File: config.mk
export PLATFORM = sky130hd
export DESIGN_NAME = gat_load_sched
export DESIGN_NICKNAME = d
export VERILOG_FILES = /design/src/rtl/gat_load_pkg.sv /design/src/rtl/gat_load_wr_port.sv /design/src/rtl/gat_load_sched.sv
export SDC_FILE = /design/constraint.sdc
export NUM_CORES = 1
export LEC_CHECK = 0
export ABC_AREA = 1
export BUFFER_PORTS_ARGS = -buffer_cell sky130_fd_sc_hd__buf_2
export CAP_MARGIN = 20
export CORE_ASPECT_RATIO = 1.4
export CORE_MARGIN = 1.5
export CORE_UTILIZATION = 52
export DETAILED_ROUTE_END_ITERATION = 12
export GPL_TIMING_DRIVEN = 0
export PLACE_DENSITY = 0.77
export SYNTH_ARGS = -nofsm -noshare
export SYNTH_HDL_FRONTEND = slang
export SYNTH_HIERARCHICAL = 1
export SYNTH_SLANG_ARGS = --single-unit
File: constraint.sdc
create_clock -name clk -period 2.5 [get_ports clk]
set_clock_uncertainty 0.2 [all_clocks]
set_input_delay 0.5 -clock clk [delete_from_list [all_inputs] [get_ports clk]]
set_output_delay 0.5 -clock clk [all_outputs]
set_load 0.01 [all_outputs]
File: src/rtl/gat_load_pkg.sv
// Shared types and constants for the GAT load sequencer.
package gat_load_pkg;

    typedef enum logic [2:0] {
        IDLE,
        LD_H,
        LD_NI,
        LD_W,
        WAIT_LO,
        WAIT_HI,
        FIN
    } state_t;

    // BRAM ports are byte addressed; every word is 4 bytes apart.
    localparam int ADDR_LSB = 2;

endpackage

File: src/rtl/gat_load_wr_port.sv
// Registered BRAM write driver: one write per accepted beat, byte address,
// word index counter and last-beat compare against the section count.
module gat_load_wr_port
    import gat_load_pkg::*;
#(
    parameter int DW = 8,
    parameter int AW = 15
) (
    input  logic                   clk,
    input  logic                   rst_n,
    input  logic                   clear_i,
    input  logic                   wr_i,
    input  logic [DW-1:0]          data_i,
    input  logic [AW:0]            cnt_i,
    output logic                   last_o,
    output logic [DW-1:0]          din_o,
    output logic                   ena_o,
    output logic                   wea_o,
    output logic [AW+ADDR_LSB-1:0] addra_o
);

    logic [AW-1:0]          idx_q;
    logic                   ena_q;
    logic [DW-1:0]          din_q;
    logic [AW+ADDR_LSB-1:0] addr_q;

    assign last_o  = ({1'b0, idx_q} == (cnt_i - (AW+1)'(1)));
    assign din_o   = din_q;
    assign ena_o   = ena_q;
    assign wea_o   = ena_q;
    assign addra_o = addr_q;

    always_ff @(posedge clk or negedge rst_n) begin
        if (!rst_n) begin
            idx_q  <= '0;
            ena_q  <= 1'b0;
            din_q  <= '0;
            addr_q <= '0;
        end else begin
            ena_q <= wr_i;
            if (clear_i) begin
                idx_q <= '0;
            end else if (wr_i) begin
                idx_q <= idx_q + AW'(1);
            end
            // din/addra hold their last values between writes
            if (wr_i) begin
                din_q  <= data_i;
                addr_q <= {idx_q, {ADDR_LSB{1'b0}}};
            end
        end
    end

endmodule

File: src/rtl/gat_load_sched.sv
// GAT host-side load sequencer: streams H-data, node-info and weights into
// their BRAMs, then supervises the accelerator run with a watchdog.
//
//   state   | meaning
//   IDLE    | waiting for start
//   LD_H    | loading H-data BRAM
//   LD_NI   | loading node-info BRAM
//   LD_W    | loading weight BRAM
//   WAIT_LO | waiting for gat_ready to drop (run started)
//   WAIT_HI | waiting for gat_ready to rise (run finished)
//   FIN     | one-cycle done pulse
module gat_load_sched
    import gat_load_pkg::*;
#(
    parameter int DATA_WIDTH       = 8,
    parameter int H_DATA_WIDTH     = 19,
    parameter int NODE_INFO_WIDTH  = 20,
    parameter int H_DATA_ADDR_W    = 18,
    parameter int NODE_INFO_ADDR_W = 14,
    parameter int WEIGHT_ADDR_W    = 15,
    parameter int TMO_W            = 32
) (
    input  logic                             clk,
    input  logic                             rst_n,
    input  logic                             start,
    input  logic                             abort,
    input  logic                             cfg_layer,
    input  logic [H_DATA_ADDR_W:0]           cfg_h_cnt,
    input  logic [NODE_INFO_ADDR_W:0]        cfg_ni_cnt,
    input  logic [WEIGHT_ADDR_W:0]           cfg_w_cnt,
    input  logic [TMO_W-1:0]                 cfg_tmo,
    input  logic [31:0]                      s_data,
    input  logic                             s_valid,
    output logic                             s_ready,
    output logic [H_DATA_WIDTH-1:0]          h_data_bram_din,
    output logic                             h_data_bram_ena,
    output logic                             h_data_bram_wea,
    output logic [H_DATA_ADDR_W+1:0]         h_data_bram_addra,
    output logic [NODE_INFO_WIDTH-1:0]       h_node_info_bram_din,
    output logic                             h_node_info_bram_ena,
    output logic                             h_node_info_bram_wea,
    output logic [NODE_INFO_ADDR_W+1:0]      h_node_info_bram_addra,
    output logic [DATA_WIDTH-1:0]            wgt_bram_din,
    output logic                             wgt_bram_ena,
    output logic                             wgt_bram_wea,
    output logic [WEIGHT_ADDR_W+1:0]         wgt_bram_addra,
    output logic                             h_data_bram_load_done,
    output logic                             h_node_info_bram_load_done,
    output logic                             wgt_bram_load_done,
    output logic                             gat_layer,
    input  logic                             gat_ready,
    output logic                             busy,
    output logic                             done,
    output logic                             err_tmo
);

    state_t                    state_q;
    logic [H_DATA_ADDR_W:0]    h_cnt_q;
    logic [NODE_INFO_ADDR_W:0] ni_cnt_q;
    logic [WEIGHT_ADDR_W:0]    w_cnt_q;
    logic [TMO_W-1:0]          tmo_q;
    logic [TMO_W-1:0]          wd_q;
    logic                      layer_q;
    logic                      h_done_q;
    logic                      ni_done_q;
    logic                      w_done_q;
    logic                      done_q;
    logic                      err_q;

    logic acc, acc_h, acc_ni, acc_w;
    logic last_h, last_ni, last_w;
    logic clear;
    logic unused_hi;

    assign unused_hi = ^s_data[31:NODE_INFO_WIDTH];

    // Zero-count sections never raise ready, so they consume no beats.
    assign s_ready = ((state_q == LD_H)  && (h_cnt_q  != '0)) ||
                     ((state_q == LD_NI) && (ni_cnt_q != '0)) ||
                     ((state_q == LD_W)  && (w_cnt_q  != '0));

    assign acc    = s_valid && s_ready && !abort;
    assign acc_h  = acc && (state_q == LD_H);
    assign acc_ni = acc && (state_q == LD_NI);
    assign acc_w  = acc && (state_q == LD_W);
    assign clear  = (state_q == IDLE);

    assign busy                       = (state_q != IDLE);
    assign done                       = done_q;
    assign err_tmo                    = err_q;
    assign gat_layer                  = layer_q;
    assign h_data_bram_load_done      = h_done_q;
    assign h_node_info_bram_load_done = ni_done_q;
    assign wgt_bram_load_done         = w_done_q;

    gat_load_wr_port #(.DW(H_DATA_WIDTH), .AW(H_DATA_ADDR_W)) u_wr_h (
        .clk     (clk),
        .rst_n   (rst_n),
        .clear_i (clear),
        .wr_i    (acc_h),
        .data_i  (s_data[H_DATA_WIDTH-1:0]),
        .cnt_i   (h_cnt_q),
        .last_o  (last_h),
        .din_o   (h_data_bram_din),
        .ena_o   (h_data_bram_ena),
        .wea_o   (h_data_bram_wea),
        .addra_o (h_data_bram_addra)
    );

    gat_load_wr_port #(.DW(NODE_INFO_WIDTH), .AW(NODE_INFO_ADDR_W)) u_wr_ni (
        .clk     (clk),
        .rst_n   (rst_n),
        .clear_i (clear),
        .wr_i    (acc_ni),
        .data_i  (s_data[NODE_INFO_WIDTH-1:0]),
        .cnt_i   (ni_cnt_q),
        .last_o  (last_ni),
        .din_o   (h_node_info_bram_din),
        .ena_o   (h_node_info_bram_ena),
        .wea_o   (h_node_info_bram_wea),
        .addra_o (h_node_info_bram_addra)
    );

    gat_load_wr_port #(.DW(DATA_WIDTH), .AW(WEIGHT_ADDR_W)) u_wr_w (
        .clk     (clk),
        .rst_n   (rst_n),
        .clear_i (clear),
        .wr_i    (acc_w),
        .data_i  (s_data[DATA_WIDTH-1:0]),
        .cnt_i   (w_cnt_q),
        .last_o  (last_w),
        .din_o   (wgt_bram_din),
        .ena_o   (wgt_bram_ena),
        .wea_o   (wgt_bram_wea),
        .addra_o (wgt_bram_addra)
    );

    always_ff @(posedge clk or negedge rst_n) begin
        if (!rst_n) begin
            state_q   <= IDLE;
            h_cnt_q   <= '0;
            ni_cnt_q  <= '0;
            w_cnt_q   <= '0;
            tmo_q     <= '0;
            wd_q      <= '0;
            layer_q   <= 1'b0;
            h_done_q  <= 1'b0;
            ni_done_q <= 1'b0;
            w_done_q  <= 1'b0;
            done_q    <= 1'b0;
            err_q     <= 1'b0;
        end else begin
            done_q <= 1'b0;
            if (abort) begin
                state_q   <= IDLE;
                h_done_q  <= 1'b0;
                ni_done_q <= 1'b0;
                w_done_q  <= 1'b0;
            end else begin
                case (state_q)
                    IDLE: begin
                        if (start) begin
                            state_q   <= LD_H;
                            h_cnt_q   <= cfg_h_cnt;
                            ni_cnt_q  <= cfg_ni_cnt;
                            w_cnt_q   <= cfg_w_cnt;
                            tmo_q     <= cfg_tmo;
                            layer_q   <= cfg_layer;
                            err_q     <= 1'b0;
                            h_done_q  <= 1'b0;
                            ni_done_q <= 1'b0;
                            w_done_q  <= 1'b0;
                        end
                    end
                    LD_H: begin
                        if ((h_cnt_q == '0) || (acc_h && last_h)) begin
                            state_q  <= LD_NI;
                            h_done_q <= 1'b1;
                        end
                    end
                    LD_NI: begin
                        if ((ni_cnt_q == '0) || (acc_ni && last_ni)) begin
                            state_q   <= LD_W;
                            ni_done_q <= 1'b1;
                        end
                    end
                    LD_W: begin
                        if ((w_cnt_q == '0) || (acc_w && last_w)) begin
                            state_q  <= WAIT_LO;
                            w_done_q <= 1'b1;
                            wd_q     <= '0;
                        end
                    end
                    WAIT_LO, WAIT_HI: begin
                        wd_q <= wd_q + TMO_W'(1);
                        // Watchdog wins over a same-cycle gat_ready transition.
                        if ((tmo_q != '0) && (wd_q == tmo_q - TMO_W'(1))) begin
                            state_q   <= IDLE;
                            err_q     <= 1'b1;
                            h_done_q  <= 1'b0;
                            ni_done_q <= 1'b0;
                            w_done_q  <= 1'b0;
                        end else if ((state_q == WAIT_LO) && !gat_ready) begin
                            state_q <= WAIT_HI;
                        end else if ((state_q == WAIT_HI) && gat_ready) begin
                            state_q   <= FIN;
                            done_q    <= 1'b1;
                            h_done_q  <= 1'b0;
                            ni_done_q <= 1'b0;
                            w_done_q  <= 1'b0;
                        end
                    end
                    FIN:     state_q <= IDLE;
                    default: state_q <= IDLE;
                endcase
            end
        end
    end

endmodule

Word level (Yosys, flattened, before mapping):

Index checks and enable logic that the tools add are counted.
W data, S select, Z words.

* $add $sub $neg: 8
* equality and inequality tests: 19
* multiplexer cells: 37
* bitwise gates (word level): 1
* reduce and logical (&&, ||, !) cells: 46

Operators by type and width (count)
* $pmux W32 S2: 1
* $mux W18: 2
* $add A32 B1 Y32 const B: 1
* $eq A32 B32 Y1: 1
* $mux W32: 1
* $reduce_bool A32 Y1: 1
* $sub A32 B1 Y32 const B: 1
* $mux W15: 2
* $mux W14: 2
* $mux W3: 8
* $reduce_and A5 Y1: 4
* $eq A18 B19 Y1: 1
* $logic_not A19 Y1: 1
* $reduce_bool A19 Y1: 1
* $sub A19 B1 Y19 const B: 1
* $add A18 B1 Y18 const B: 1
* $eq A15 B16 Y1: 1
* $logic_not A16 Y1: 1
* $mux W1: 16
* $reduce_bool A16 Y1: 1
* $sub A16 B1 Y16 const B: 1
* $add A15 B1 Y15 const B: 1
* $eq A14 B15 Y1: 1
* $logic_not A15 Y1: 1
* 26 further kinds: 59

* bits in registers: 267
* bits of input ports: 121
* output and inout bits: 114
* logic and storage cells: 135

Depth between registers and ports, before layout:

Gate-level depths: netlist of the first run.

* depth after elaboration: 12
* mapped depth: 21
* gate-level depth less buffers: 21

Modules after synthesis:

The synthesis of the first run kept the hierarchy.

By module, submodules not included
* gat_load_sched: times used 1, cells each 1028, area each 7228.2 um^2, sequential area each 3078.0 um^2
* gat_load_wr_port (u_wr_h): times used 1, cells each 430, area each 3255.6 um^2, sequential area each 1401.3 um^2
* gat_load_wr_port (u_wr_ni): times used 1, cells each 360, area each 2645.0 um^2, sequential area each 1226.2 um^2
* gat_load_wr_port (u_wr_w): times used 1, cells each 318, area each 2289.7 um^2, sequential area each 975.9 um^2

Worst setup path before layout of the first run:

OpenSTA, ideal clock, no wires.

* path type: reg-to-reg
* from: register state_q[1]
* to: register u_wr_w.idx_q[12]
* setup time: 120 ps
* arrival time: 2091 ps
* data required time: 2180 ps
* path slack: 90 ps
* stages on the path, launching flop included: 19
* path buffers: 1
* period minus slack after synthesis: 2410 ps
* cells stage by stage: dfrtp_1 -> inv_1 -> nor3_2 -> nand2_1 -> nand3_2 -> nand2_2 -> inv_2 -> nand2_1 -> nor2_1 -> buf_6 -> inv_4 -> nor2_4 -> nand3_2 -> nor2_4 -> nand2_2 -> nor2_2 -> nand2_1 -> o21ai_0 -> nor2_1

* cells in the longest elaborated chain, start to end: 8
* elaborated cells on any way between the ends: 14
* those cells by class: eq/ne (3); mux (1); reduce/logical (10)

RTL lines
* from (decl): RTL line gat_load_sched.sv:57 `state_t state_q;`
* from (signal assigned): RTL line gat_load_sched.sv:140 `state_q <= IDLE;`
* from (signal assigned): RTL line gat_load_sched.sv:155 `state_q <= IDLE;`
* from (signal assigned): RTL line gat_load_sched.sv:163 `state_q <= LD_H;`
* $eq A3 B1 Y1 or $eq A3 B2 Y1 (tied branches): RTL line gat_load_sched.sv:78, gat_load_sched.sv:79
* $logic_and A1 B1 Y1 (on tied branches): RTL line gat_load_sched.sv:78, gat_load_sched.sv:79
* $logic_or A1 B1 Y1: RTL line gat_load_sched.sv:78 `assign s_ready = ((state_q == LD_H) && (h_cnt_q != '0)) ||`
* $logic_or A1 B1 Y1 (*): RTL line gat_load_sched.sv:79 `((state_q == LD_NI) && (ni_cnt_q != '0)) ||`
* net s_ready: RTL line gat_load_sched.sv:34 `output logic s_ready,`
* $logic_and A1 B1 Y1 (*) (2 in a row): RTL line gat_load_sched.sv:82 `assign acc = s_valid && s_ready && !abort;`
* $logic_and A1 B1 Y1 (*): RTL line gat_load_sched.sv:85 `assign acc_w = acc && (state_q == LD_W);`
* net acc_w: RTL line gat_load_sched.sv:70 `logic acc, acc_h, acc_ni, acc_w;`
* $reduce_bool A2 Y1 (no source line) (*)
* to (signal assigned): RTL line gat_load_wr_port.sv:44 `idx_q <= idx_q + AW'(1);`
* to (decl): RTL line gat_load_wr_port.sv:22 `logic [AW-1:0] idx_q;`

The timed path passes the listed nets; every way through them passes the cells marked *.
A chain may end at the register's enable or synchronous reset.

Worst setup path after layout of the first run:

* from: register w_cnt_q[1]
* to: register wd_q[17]

* elaborated cells on any way between the ends: 13
* those cells by class: add/sub (1); eq/ne (2); reduce/logical (10)

RTL lines
* from (decl): RTL line gat_load_sched.sv:60 `logic [WEIGHT_ADDR_W:0] w_cnt_q;`
* from (signal assigned): RTL line gat_load_sched.sv:166 `w_cnt_q <= cfg_w_cnt;`
* $sub A16 B1 Y16: RTL line gat_load_wr_port.sv:27 `assign last_o = ({1'b0, idx_q} == (cnt_i - (AW+1)'(1)));`
* $eq A15 B16 Y1: RTL line gat_load_wr_port.sv:27
* net last_w: RTL line gat_load_sched.sv:71 `logic last_h, last_ni, last_w;`
* $logic_and A1 B1 Y1: RTL line gat_load_sched.sv:188 `if ((w_cnt_q == '0) || (acc_w && last_w)) begin`
* $logic_or A1 B1 Y1: RTL line gat_load_sched.sv:188
* $ne A2 B1 Y1 (no source line)
* $reduce_and A3 Y1 (no source line)
* to (signal assigned): RTL line gat_load_sched.sv:195 `wd_q <= wd_q + TMO_W'(1);`
* to (decl): RTL line gat_load_sched.sv:62 `logic [TMO_W-1:0] wd_q;`

The timed path passes the listed nets, and every way through them passes these cells.

==> results of run 1 <==
## where the power goes
group	internal [mW]	switching, mW
clock network	2.30	1.89
logic	3.99	5.87
registers	5.64	1.73
## cells by family (layout without fill, tap and decap cells)
kind of cell               after synthesis  after routing  share of synthesized area
DFF                                    267            267                     0.4333
and+or+nand+nor                       1301           1301                     0.3701
AOI/OAI and AO/OA                      194            194                    0.06792
adders and majority gates                8              8                   0.006492
other                                    3              7                  0.0007303
buffers and inverters                  283            745                    0.07547
xor gates and xnor gates                80             80                    0.04593
## what timing repair did
action,CTS,global route
hold endpoints to repair,188,0
gates resized for setup,197,287
pin swaps,52,70
hold buffers,97,0
cloned,4,10
buffers inserted,47,42
endpoints found under the setup margin,258,184
## tightest hold or removal path, stage by stage
cell and delay (ns):
buf_2 0.12, nand2_1 0.06, nand2_1 0.06
## final cells by class
cell class,instances,area share
timing repair buffer,412,0.1478
tap,380,0.02242
antenna,1,0.0001180
clock buffer,32,0.03570
inverter,216,0.04048
sequential,267,0.3168
clock inverter,20,0.007494
timing repair inverter,1,0.0004131
multi-input combinational,1589,0.4029
buffer,64,0.02591
## registers in the layout, summed over array words and instances (netlist names), 3 cells and up
| name | flops |
|---|---|
| u_wr_h/idx_q | 18 |
| state_q | 3 |
| ni_cnt_q | 15 |
| u_wr_ni/idx_q | 14 |
| u_wr_h/din_o | 19 |
| h_cnt_q | 19 |
| u_wr_w/addra_o | 15 |
| w_cnt_q | 16 |
| u_wr_ni/addra_o | 14 |
| u_wr_h/addra_o | 18 |
| wd_q | 32 |
| u_wr_ni/din_o | 20 |
| tmo_q | 32 |
| u_wr_w/idx_q | 15 |
| u_wr_w/din_o | 8 |
## synth_stat cells (6+ instances only)
cell type / n / area share
or2_2: 6 / 0.0024
inv_2: 17 / 0.0041
nor2_4: 14 / 0.010
nand3_1: 81 / 0.026
nand3b_1: 17 / 0.0083
nand2_1: 815 / 0.20
xor2_1: 46 / 0.026
ha_1: 8 / 0.0065
o21ai_0: 112 / 0.036
nor2_2: 19 / 0.0077
a21oi_1: 43 / 0.014
clkbuf_1: 36 / 0.0088
dfrtp_1: 267 / 0.43
inv_1: 194 / 0.047
o31ai_1: 11 / 0.0054
nor3_1: 36 / 0.012
nor4_1: 7 / 0.0028
o21ai_1: 10 / 0.0032
buf_2: 9 / 0.0029
xnor2_1: 33 / 0.019
nor2_1: 218 / 0.053
buf_4: 12 / 0.0058
nand4_1: 34 / 0.014
nor3_2: 9 / 0.0058
nand2_2: 16 / 0.0065
nand3_2: 8 / 0.0052
## path summary, 6_finish.rpt
check	to	cells past startpoint
worst max-delay path	wd_q[17]	18
worst max register to register	wd_q[17]	18
worst min register to register	u_wr_ni/din_o[19]	2
max in group asynchronous	ni_cnt_q[7]	4
worst min-delay path	u_wr_ni/din_o[14]	3
min in group asynchronous	h_cnt_q[9]	2
## layer usage
metal | vias up | wire length [um]
li1 | 7579 | -
met1 | 7527 | 19300
met2 | 617 | 26080
met3 | 161 | 3019
met4 | 2 | 2758
met5 | - | 15
## metrics by stage
stage	area, um^2	power, mW
after global placement	16990	14.61
final	21200	21.42
after CTS	19970	20.44
after floorplan	15430	12.48
after detailed placement	17050	14.87
after global routing	21200	22.86
==> impl_results.md, run 1 <==
- Yosys cell types: 57
- Multi-input logic area: 0.008542 mm^2
- Global-route wire length before repair: 77.04 mm
- Peak supply drop: 0.7555 mV
- R2R Setup Slk: -0.17 ns
- Worst hold slack: 0.01445 ns
- Worst r2r src: w_cnt_q[1]
- Largest net degree at the start of global routing: 102
- Crit-path leading delay family: simple AND/OR/NAND/NOR gates
- # clock sinks: 267
- Most frequent cells in the layout: 755 x nand2_1, 238 x dfrtp_1, 221 x buf_2
- Mapped Area: 0.01542 mm^2
- Via/cell ratio: 5.327
- Failing checks: negative setup slack
- Pwr/cell area: 1010 mW/mm^2
- Clock latency on the worst-skew pair: 0.57 ns
- CTS root buffer: clkbuf_16
- Worst path bufs/invs: 2
- Met3 GRT Util: 0.04681
- Post-route antenna net violation count: 0
- Drt first pass iters: 7
- PortBufs: 216
- Commonest non-fill, non-tap cell in the layout: nand2_1
- Register bit total from synthesis: 267
- Inserted Clock Buffers: 28
- Met1 usage: 0.3599
- Max Slew Vio Count: 0
- Hold Path Class: in2reg
- Seq/Total Area, Yosys: 0.4333
- Outcome: complete, but fails checks
- Crit path from: w_cnt_q[1]
- Req. time, crit path: 2.81 ns
- Synth Area per Inst: 7.218 um^2
- Area delta synth->final: 37.51%
- Finished Layout Cells: 2,982
- CTS clk-pin slew, worst paths: 0.07 ns
- # rows: 74
- Final setup fails: 48
- Leak: 10.71 nW
- H-tree depth: 1
- RSZ-0062 raised after global routing: true
- Mapped Cells: 2,136
- CP arrival: 2.98 ns
- DRC: 0
- Fraction of the cycle the final worst path needs: 1.070
- Max Cap Violations: 0
- Die Ht: 206.7 um
- Setup WS pre-CTS: -0.7071 ns
- Met2 Use GR: 0.5676
- Nets: 2,708
- Critical path startpoint category: flop
- WS Path Type: reg2reg
- Layout fillers: 2,144
- Fin. Hold Viols: 0
- FF+latch area: 0.006718 mm^2
- Total GRT Usage: 0.3161
- Global route overflow: 0
- Worst slew margin: 0.3782
- Core area: 0.02917 mm^2
- Min-delay src: s_data[14]
- Post-Place Cells: 2,737
- CTS tree: built
- Top_reg_cell synth: dfrtp_1
- Min Clock Period, post-route: 2.674 ns
- Ratio of cells with drive above 1 in the final layout: 0.2891
- Async SR Flop Fraction: 1.000
- Crit-path cells: inv_2 -> ha_4 -> nand2_1 -> nand2_2 -> nor2_2 -> nor3_2 -> nand3_1 -> nor2_2 -> nand3_1 -> nor2_2 -> nand3_2 -> nand2_2 -> nand2_4 -> buf_12 -> nor2_4 -> nand2_2 -> a21oi_2 -> o21a_1
- Initial cell density of the core: 0.5287
- Fmax: 374.0 MHz
- GP Congestion: 0.9531
- Slew @ Worst Pin: 0.9327 ns
- CP max FO: 7
- CP Capture Type: flop
- Initial antenna violation count: 2
- Final WS setup: -0.1739 ns
- Hpwl dp: 34.19 mm
- Die width: 148.5 um
- Slowest cell on crit path: dfrtp_2
- Routed len/inst: 17.16 um
- Worst stage delay on the critical path: 0.44 ns
- Via count: 15,886
- Vias in the first global route: 15,644
- Clk buf depth: 3
- GR peak layer: met2
- I/O pins: 235
- Setup TNS: -4.354 ns
- Full die area: 0.03071 mm^2
- Yosys warns: 6
- EDFF count, synth: 0
- Iter 0 DRT Violations: 1,048
- WL final: 51.18 mm
- Final core utilization: 0.7270
Power figures use the tool's default switching activity.
==> run 2: changes to the inputs <==
--- a/config.mk
+++ b/config.mk
@@ -10,10 +10,10 @@
 export CAP_MARGIN = 20
 export CORE_ASPECT_RATIO = 1.4
 export CORE_MARGIN = 1.5
-export CORE_UTILIZATION = 52
+export CORE_UTILIZATION = 51
 export DETAILED_ROUTE_END_ITERATION = 12
 export GPL_TIMING_DRIVEN = 0
-export PLACE_DENSITY = 0.77
+export PLACE_DENSITY = 0.76
 export SYNTH_ARGS = -nofsm -noshare
 export SYNTH_HDL_FRONTEND = slang
 export SYNTH_HIERARCHICAL = 1
==> run 2 against run 1 <==
Compared with the run above: the flow still finishes with violations (negative setup slack); global-route usage increased by 0.25 points; hold slack improved by 0.013 ns; setup slack got worse by 0.035 ns; core utilization decreased by 1.9 points; sequential power about the same; via count increased by 0.35%; first-iteration DRC count decreased by 4.9%; total power increased by 2.4%; combinational power increased by 0.6%; die area increased by 1.9%; clock power increased by 11%; critical endpoint is now wd_q[29].
==> impl_results.md, run 2 (synthesis results as in run 1) <==
- Slew @ Worst Pin: 0.8733 ns (-0.05948 ns)
- P_int: 12.47 mW (+4.6%)
- Inserted Clock Buffers: 29 (+3.6%)
- Finished Layout Cells: 2,988 (+0.20%)
- Final WS setup: -0.2090 ns (-0.03504 ns)
- Clk buf depth: 3 (unchanged)
- Post-route antenna net violation count: 0 (unchanged)
- Design Power: 21.94 mW (+2.4%)
- Nets: 2,710 (+0.074%)
- Max Slew Vio Count: 0 (unchanged)
- Max Cap Violations: 0 (unchanged)
- Via count: 15,941 (+0.35%)
- Peak supply drop: 0.8433 mV (+12%)
- Initial antenna violation count: 3 (+1)
- Pwr/cell area: 1039 mW/mm^2 (+2.8%)
- Req. time, crit path: 2.76 ns (-0.05 ns)
- # clock sinks: 267 (unchanged)
- Leak: 10.71 nW (about the same)
- Total GRT Usage: 0.3186 (+0.002506)
- Setup TNS: -5.749 ns (-1.395 ns)
- Most frequent cells in the layout: 770 x nand2_1, 226 x dfrtp_1, 218 x buf_2
- RSZ-0062 raised after global routing: true
- Die width: 150.0 um (+0.96%)
- Full die area: 0.03130 mm^2 (+1.9%)
- CP Capture Type: flop
- Initial cell density of the core: 0.5167 (-0.01197)
- Final setup fails: 47 (-2.1%)
- Seq pwr share: 0.337 (-0.007)
- I/O pins: 235 (unchanged)
- Fraction of the cycle the final worst path needs: 1.084 (+0.01402)
- Global-route wire length before repair: 79.45 mm (+3.1%)
- Combinational share of power: 0.452 (-0.008)
- CP max FO: 7 (unchanged)
- Via/cell ratio: 5.335 (+0.14%)
- Largest net degree at the start of global routing: 113 (+11%)
- Critical path startpoint category: flop
- Failing checks: negative setup slack
- Outcome: complete, but fails checks
- Layout fillers: 2,320 (+8.2%)
- Fin. Hold Viols: 0 (unchanged)
- WS Path Type: reg2reg
- H-tree depth: 1 (unchanged)
- Die Ht: 208.7 um (+0.96%)
- WL final: 51.20 mm (about the same)
- Post-route cell area: 0.02112 mm^2 (-0.41%)
- Global route overflow: 0 (unchanged)
- CTS clk-pin slew, worst paths: 0.06 ns (about the same)
- Commonest non-fill, non-tap cell in the layout: nand2_1
- Min Clock Period, post-route: 2.709 ns (+0.03504 ns)
- Iter 0 DRT Violations: 997 (-4.9%)
- GP Congestion: 0.9524 (about the same)
- Worst slew margin: 0.4178 (+0.03965)
- CTS tree: built
- Placed cell areas: 0.01707 mm^2 (+0.10%)
- Ratio of cells with drive above 1 in the final layout: 0.2753 (-0.01384)
- Drt first pass iters: 5 (-2)
- # rows: 75 (+1.4%)
- Area delta synth->final: 36.95%
- CTS root buffer: clkbuf_16
- CP arrival: 2.97 ns (about the same)
- PortBufs: 216 (unchanged)
- DRC: 0 (unchanged)
- Core area: 0.02984 mm^2 (+2.3%)
- Vias in the first global route: 16,099 (+2.9%)
- Clock latency on the worst-skew pair: 0.56 ns (about the same)
- Net switching power: 9.467 mW (-0.26%)
- Post-Place Cells: 2,743 (+0.22%)
- Hpwl dp: 34.62 mm (+1.2%)
- Routed len/inst: 17.13 um (-0.17%)
- Switching part of the total: 0.4315 (-0.01162)
- Fmax: 369.1 MHz (-1.3%)
- Clock share of power: 0.211 (+0.015)
- Hold Path Class: in2reg
run 2: what timing repair did:
action / in CTS / in global routing
resized for setup: 228 / 183
pin swaps: 55 / 65
hold endpoints to repair: 195 / 0
gates cloned: 4 / 5
hold buffers: 103 / 0
setup endpoints to repair: 229 / 209
buffers inserted: 52 / 30
run 2: final cells by class:
type | count | area, um^2 | share of cell area
multi-input combinational | 1589 | 8379 | 0.3968
antenna | 2 | 5.005 | 0.0002370
tap | 385 | 481.7 | 0.02281
clock buffer | 35 | 788.3 | 0.03733
inverter | 216 | 859.6 | 0.04071
buffer | 65 | 565.5 | 0.02678
sequential | 267 | 6733 | 0.3189
clock inverter | 16 | 229.0 | 0.01084
timing repair buffer | 413 | 3074 | 0.1456
run 2: worst paths after layout:
path                       slack, ns  cells past startpoint           endpoint               from
setup / recovery               -0.21                      8           wd_q[29]           wd_q[19]
hold / removal                  0.03                      3    u_wr_h/din_o[4]          s_data[4]
setup reg to reg               -0.21                      8           wd_q[29]           wd_q[19]
hold reg to reg                 0.27                      2  u_wr_h/addra_o[5]  u_wr_h/addra_o[5]
max in group asynchronous       0.74                      3           tmo_q[3]              rst_n
min in group asynchronous       0.31                      2    u_wr_h/din_o[5]              rst_n
run 2: metal layers:
metal / vias up / wire length (um) / global-route usage
met5: - / 15 / 0
met4: 2 / 3162 / 0.1775
met3: 185 / 2772 / 0.05131
met2: 589 / 25840 / 0.5579
met1: 7568 / 19410 / 0.3654
li1: 7597 / - / -
run 2: critical path: stages, from the launching register on:
cell      delay, ns
dfrtp_1        0.34
clkbuf_1       0.42
nand2_1        0.28
nor2_1         0.16
nand2_1        0.13
nor4_2         0.33
nand4_1        0.29
xor2_1         0.25
o31ai_4        0.23
run 2: power groups by stage:
stage	Sequential, mW	Clock [mW]	Combinational [mW]
6_report	7.38	4.63	9.92
3_3_place_gp	7.22	0	7.47
3_5_place_dp	7.24	0	7.70
4_1_cts	7.22	4.68	9.15
5_1_grt	7.56	4.88	11.0
2_1_floorplan	6.96	0	5.52
run 2: per-stage QoR:
step,hold WS (ns),setup WS [ns],util
after floorplan,0.004409,0.08955,-
after global placement,0.2496,-4.144,0.5694
after detailed placement,0.2569,-0.6375,0.5720
after CTS,0.006197,-0.1844,0.6790
after global routing,0.04165,-0.4219,0.7075
final,0.02734,-0.2090,0.7076
==> run 3: changes to the inputs <==
--- a/config.mk
+++ b/config.mk
@@ -5,7 +5,6 @@
 export SDC_FILE = /design/constraint.sdc
 export NUM_CORES = 1
 export LEC_CHECK = 0
-export ABC_AREA = 1
 export BUFFER_PORTS_ARGS = -buffer_cell sky130_fd_sc_hd__buf_2
 export CAP_MARGIN = 20
 export CORE_ASPECT_RATIO = 1.4
==> run 3 against run 2 <==
Compared with the run above: the run still ends with negative setup slack left; setup slack got worse by 0.97 ns; cell area decreased by 10%; combinational power decreased by 30%; cell count decreased by 30%; non-clock buffer count decreased by 70; critical path type unchanged.
==> impl_results.md, run 3 <==
- Outcome: complete, but fails checks
- Failing checks: negative setup slack
- # rows: 72 (-4.0%)
- WS Path Type: reg2reg
- Ratio of cells with drive above 1 in the final layout: 0.4159 (+0.1406)
- GP Congestion: 0.9485 (-0.41%)
- Synth Area per Inst: 10.76 um^2 (+49%)
- Mapped Cells: 1,321 (-38%)
- CP arrival: 3.94 ns (+0.97 ns)
- Crit-path cells: or4_4 -> nor3_4 -> or4b_4 -> xnor2_2 -> or3_4 -> nor4_4 -> nand2_1 -> nand3_4 -> buf_4 -> buf_6 -> nand4_1 -> a2111o_1 -> o21ai_1
- Fraction of the cycle the final worst path needs: 1.473 (+0.3895)
- Slew @ Worst Pin: 0.8125 ns (-0.06072 ns)
- Routed len/inst: 19.39 um (+13%)
- Critical path startpoint category: flop
- Global-route wire length before repair: 61.93 mm (-22%)
- Layout fillers: 1,942 (-16%)
- Via/cell ratio: 5.750 (+7.8%)
- PortBufs: 215 (-0.46%)
- Hold Path Class: in2reg
- Yosys cell types: 87 (+53%)
- Worst stage delay on the critical path: 0.57 ns (+0.15 ns)
- Worst path bufs/invs: 2 (+1)
- Worst slew margin: 0.4583 (+0.04048)
- Min Clock Period, post-route: 3.683 ns (+0.9738 ns)
- Die Ht: 200.5 um (-3.9%)
- Initial antenna violation count: 3 (unchanged)
- Pwr/cell area: 957.8 mW/mm^2 (-7.8%)
- RSZ-0062 raised after global routing: true
- Peak supply drop: 0.8885 mV (+5.4%)
- Initial cell density of the core: 0.5172 (about the same)
- Seq/Total Area, Yosys: 0.4702 (+0.03686)
- EDFF count, synth: 0 (unchanged)
- Via count: 11,982 (-25%)
- Global route overflow: 0 (unchanged)
- Yosys warns: 6 (unchanged)
- Design Power: 18.20 mW (-17%)
- Clock latency on the worst-skew pair: 0.54 ns (-0.02 ns)
- Count leader, synth: dfrtp_1
- # clock sinks: 267 (unchanged)
- Clk buf depth: 3 (unchanged)
- Inserted Clock Buffers: 28 (-3.4%)
- Drt first pass iters: 6 (+1)
- Slowest cell on crit path: or4_4
- Hpwl dp: 27.81 mm (-20%)
- Setup WS pre-CTS: -1.491 ns (-0.8539 ns)
- Async SR Flop Fraction: 1.000 (unchanged)
- Die width: 144.1 um (-3.9%)
- Fin. Hold Viols: 0 (unchanged)
- Max Slew Vio Count: 0 (unchanged)
- Top_reg_cell synth: dfrtp_1
- Synth area leader: dfrtp_1
- CP Capture Type: flop
- Post-route antenna net violation count: 0 (unchanged)
- CP max FO: 3 (-4)
- Final WS setup: -1.183 ns (-0.9738 ns)
- Total GRT Usage: 0.2714 (-0.04726)
- WL final: 40.40 mm (-21%)
- Core area: 0.02748 mm^2 (-7.9%)
- Final setup fails: 184 (+290%)
- CTS tree: built
- Finished Layout Cells: 2,084 (-30%)
- Most frequent cells in the layout: 248 x dfrtp_1, 216 x buf_2, 177 x mux2_2
- Commonest non-fill, non-tap cell in the layout: dfrtp_1
- Top post-synthesis cells by count: 267 x dfrtp_1, 178 x mux2_2, 110 x nor2_1, 79 x nand2_1
- Crit-path leading delay family: simple AND/OR/NAND/NOR gates
- Fmax: 271.5 MHz (-26%)
- Synth top area share: 0.4702 (+0.03686)
- DRC: 0 (unchanged)
- Full die area: 0.02889 mm^2 (-7.7%)
- CTS root buffer: clkbuf_16
- I/O pins: 235 (unchanged)
- H-tree depth: 1 (unchanged)
- Nets: 1,819 (-33%)
- Setup TNS: -104.09 ns (-98.34 ns)
- Iter 0 DRT Violations: 555 (-44%)
- Largest net degree at the start of global routing: 96 (-15%)
- Vias in the first global route: 11,911 (-26%)
- Area delta synth->final: 33.74%
- Register bit total from synthesis: 267 (unchanged)
- CTS clk-pin slew, worst paths: 0.06 ns (about the same)
- Max Cap Violations: 0 (unchanged)
- Req. time, crit path: 2.76 ns (about the same)
- Post-Place Cells: 1,911 (-30%)
- Synth area leaders: dfrtp_1 47%, mux2_2 14%, xnor2_1 4.4%
- Leak: 8.490 nW (-21%)
- Mapped Area: 0.01421 mm^2 (-7.8%)
[run 3: final timing paths]
path                              start               end  slack, ns  depth (start not counted)
max                          w_cnt_q[8]        state_q[0]      -1.18                         13
min                        cfg_w_cnt[7]        w_cnt_q[7]      0.004                          2
max reg2reg                  w_cnt_q[8]        state_q[0]      -1.18                         13
min reg2reg                   gat_layer         gat_layer       0.30                          1
max in group asynchronous         rst_n        w_cnt_q[6]       0.87                          3
min in group asynchronous         rst_n  u_wr_h/din_o[10]       0.31                          2
[run 3: per-layer routing]
metal | global-route usage | vias to the layer above | wire, um | part of all wire
met1 | 0.3094 | 5923 | 14880 | 0.37
li1 | - | 5512 | - | -
met3 | 0.03077 | 115 | 1966 | 0.049
met5 | 0 | - | 11 | 0.00027
met4 | 0.1173 | 2 | 1927 | 0.048
met2 | 0.5012 | 430 | 21620 | 0.54
[run 3: kinds of logic after synthesis]
group	after synthesis	synth area share
AO/OA/AOI/OAI	158	0.07353
XOR/XNOR	145	0.09034
adder cells (fa/ha/maj)	8	0.007044
buffers and inverters	95	0.02950
flip-flops	267	0.4702
multiplexers	183	0.1446
other	3	0.0007924
AND/OR/NAND/NOR	462	0.1840
[run 3: area by class of cell]
class / count / area, um^2 / share of cell area
Clock buffer: 36 / 782.0 / 0.04115
Timing Repair Buffer: 344 / 2422 / 0.1275
Antenna cell: 2 / 5.005 / 0.0002633
Sequential cell: 267 / 6705 / 0.3528
Inverter: 23 / 90.09 / 0.004740
Clock inverter: 16 / 143.9 / 0.007571
Buffer: 64 / 511.7 / 0.02693
Multi-Input combinational cell: 962 / 7881 / 0.4147
Tap cell: 370 / 462.9 / 0.02436
[run 3: stage by stage]
stage | area [um^2] | util | hold WS [ns]
floorplan | 14660 | - | 0.004409
global placement | 16200 | 0.5897 | 0.2837
global route | 19000 | 0.6916 | 0.002023
finish | 19000 | 0.6917 | 0.004350
CTS | 18350 | 0.6679 | 0.0001055
detailed placement | 16270 | 0.5920 | 0.2902
[run 3: power breakdown]
group          internal, mW  switching [mW]  leakage, nW
Combinational          3.53            3.39         4.57
Clock                  2.42            1.74        0.452
Sequential             5.47            1.65         3.47
Total                  11.4            6.79         8.49
[run 3: what timing repair did]
| item | in CTS | in global routing |
|---|---|---|
| hold buffers | 52 | 0 |
| hold endpoints to repair | 137 | 0 |
| gates cloned | 3 | 2 |
| setup endpoints to repair | 265 | 206 |
| pin swaps | 32 | 44 |
| resized for setup | 76 | 135 |
| setup buffers | 39 | 34 |
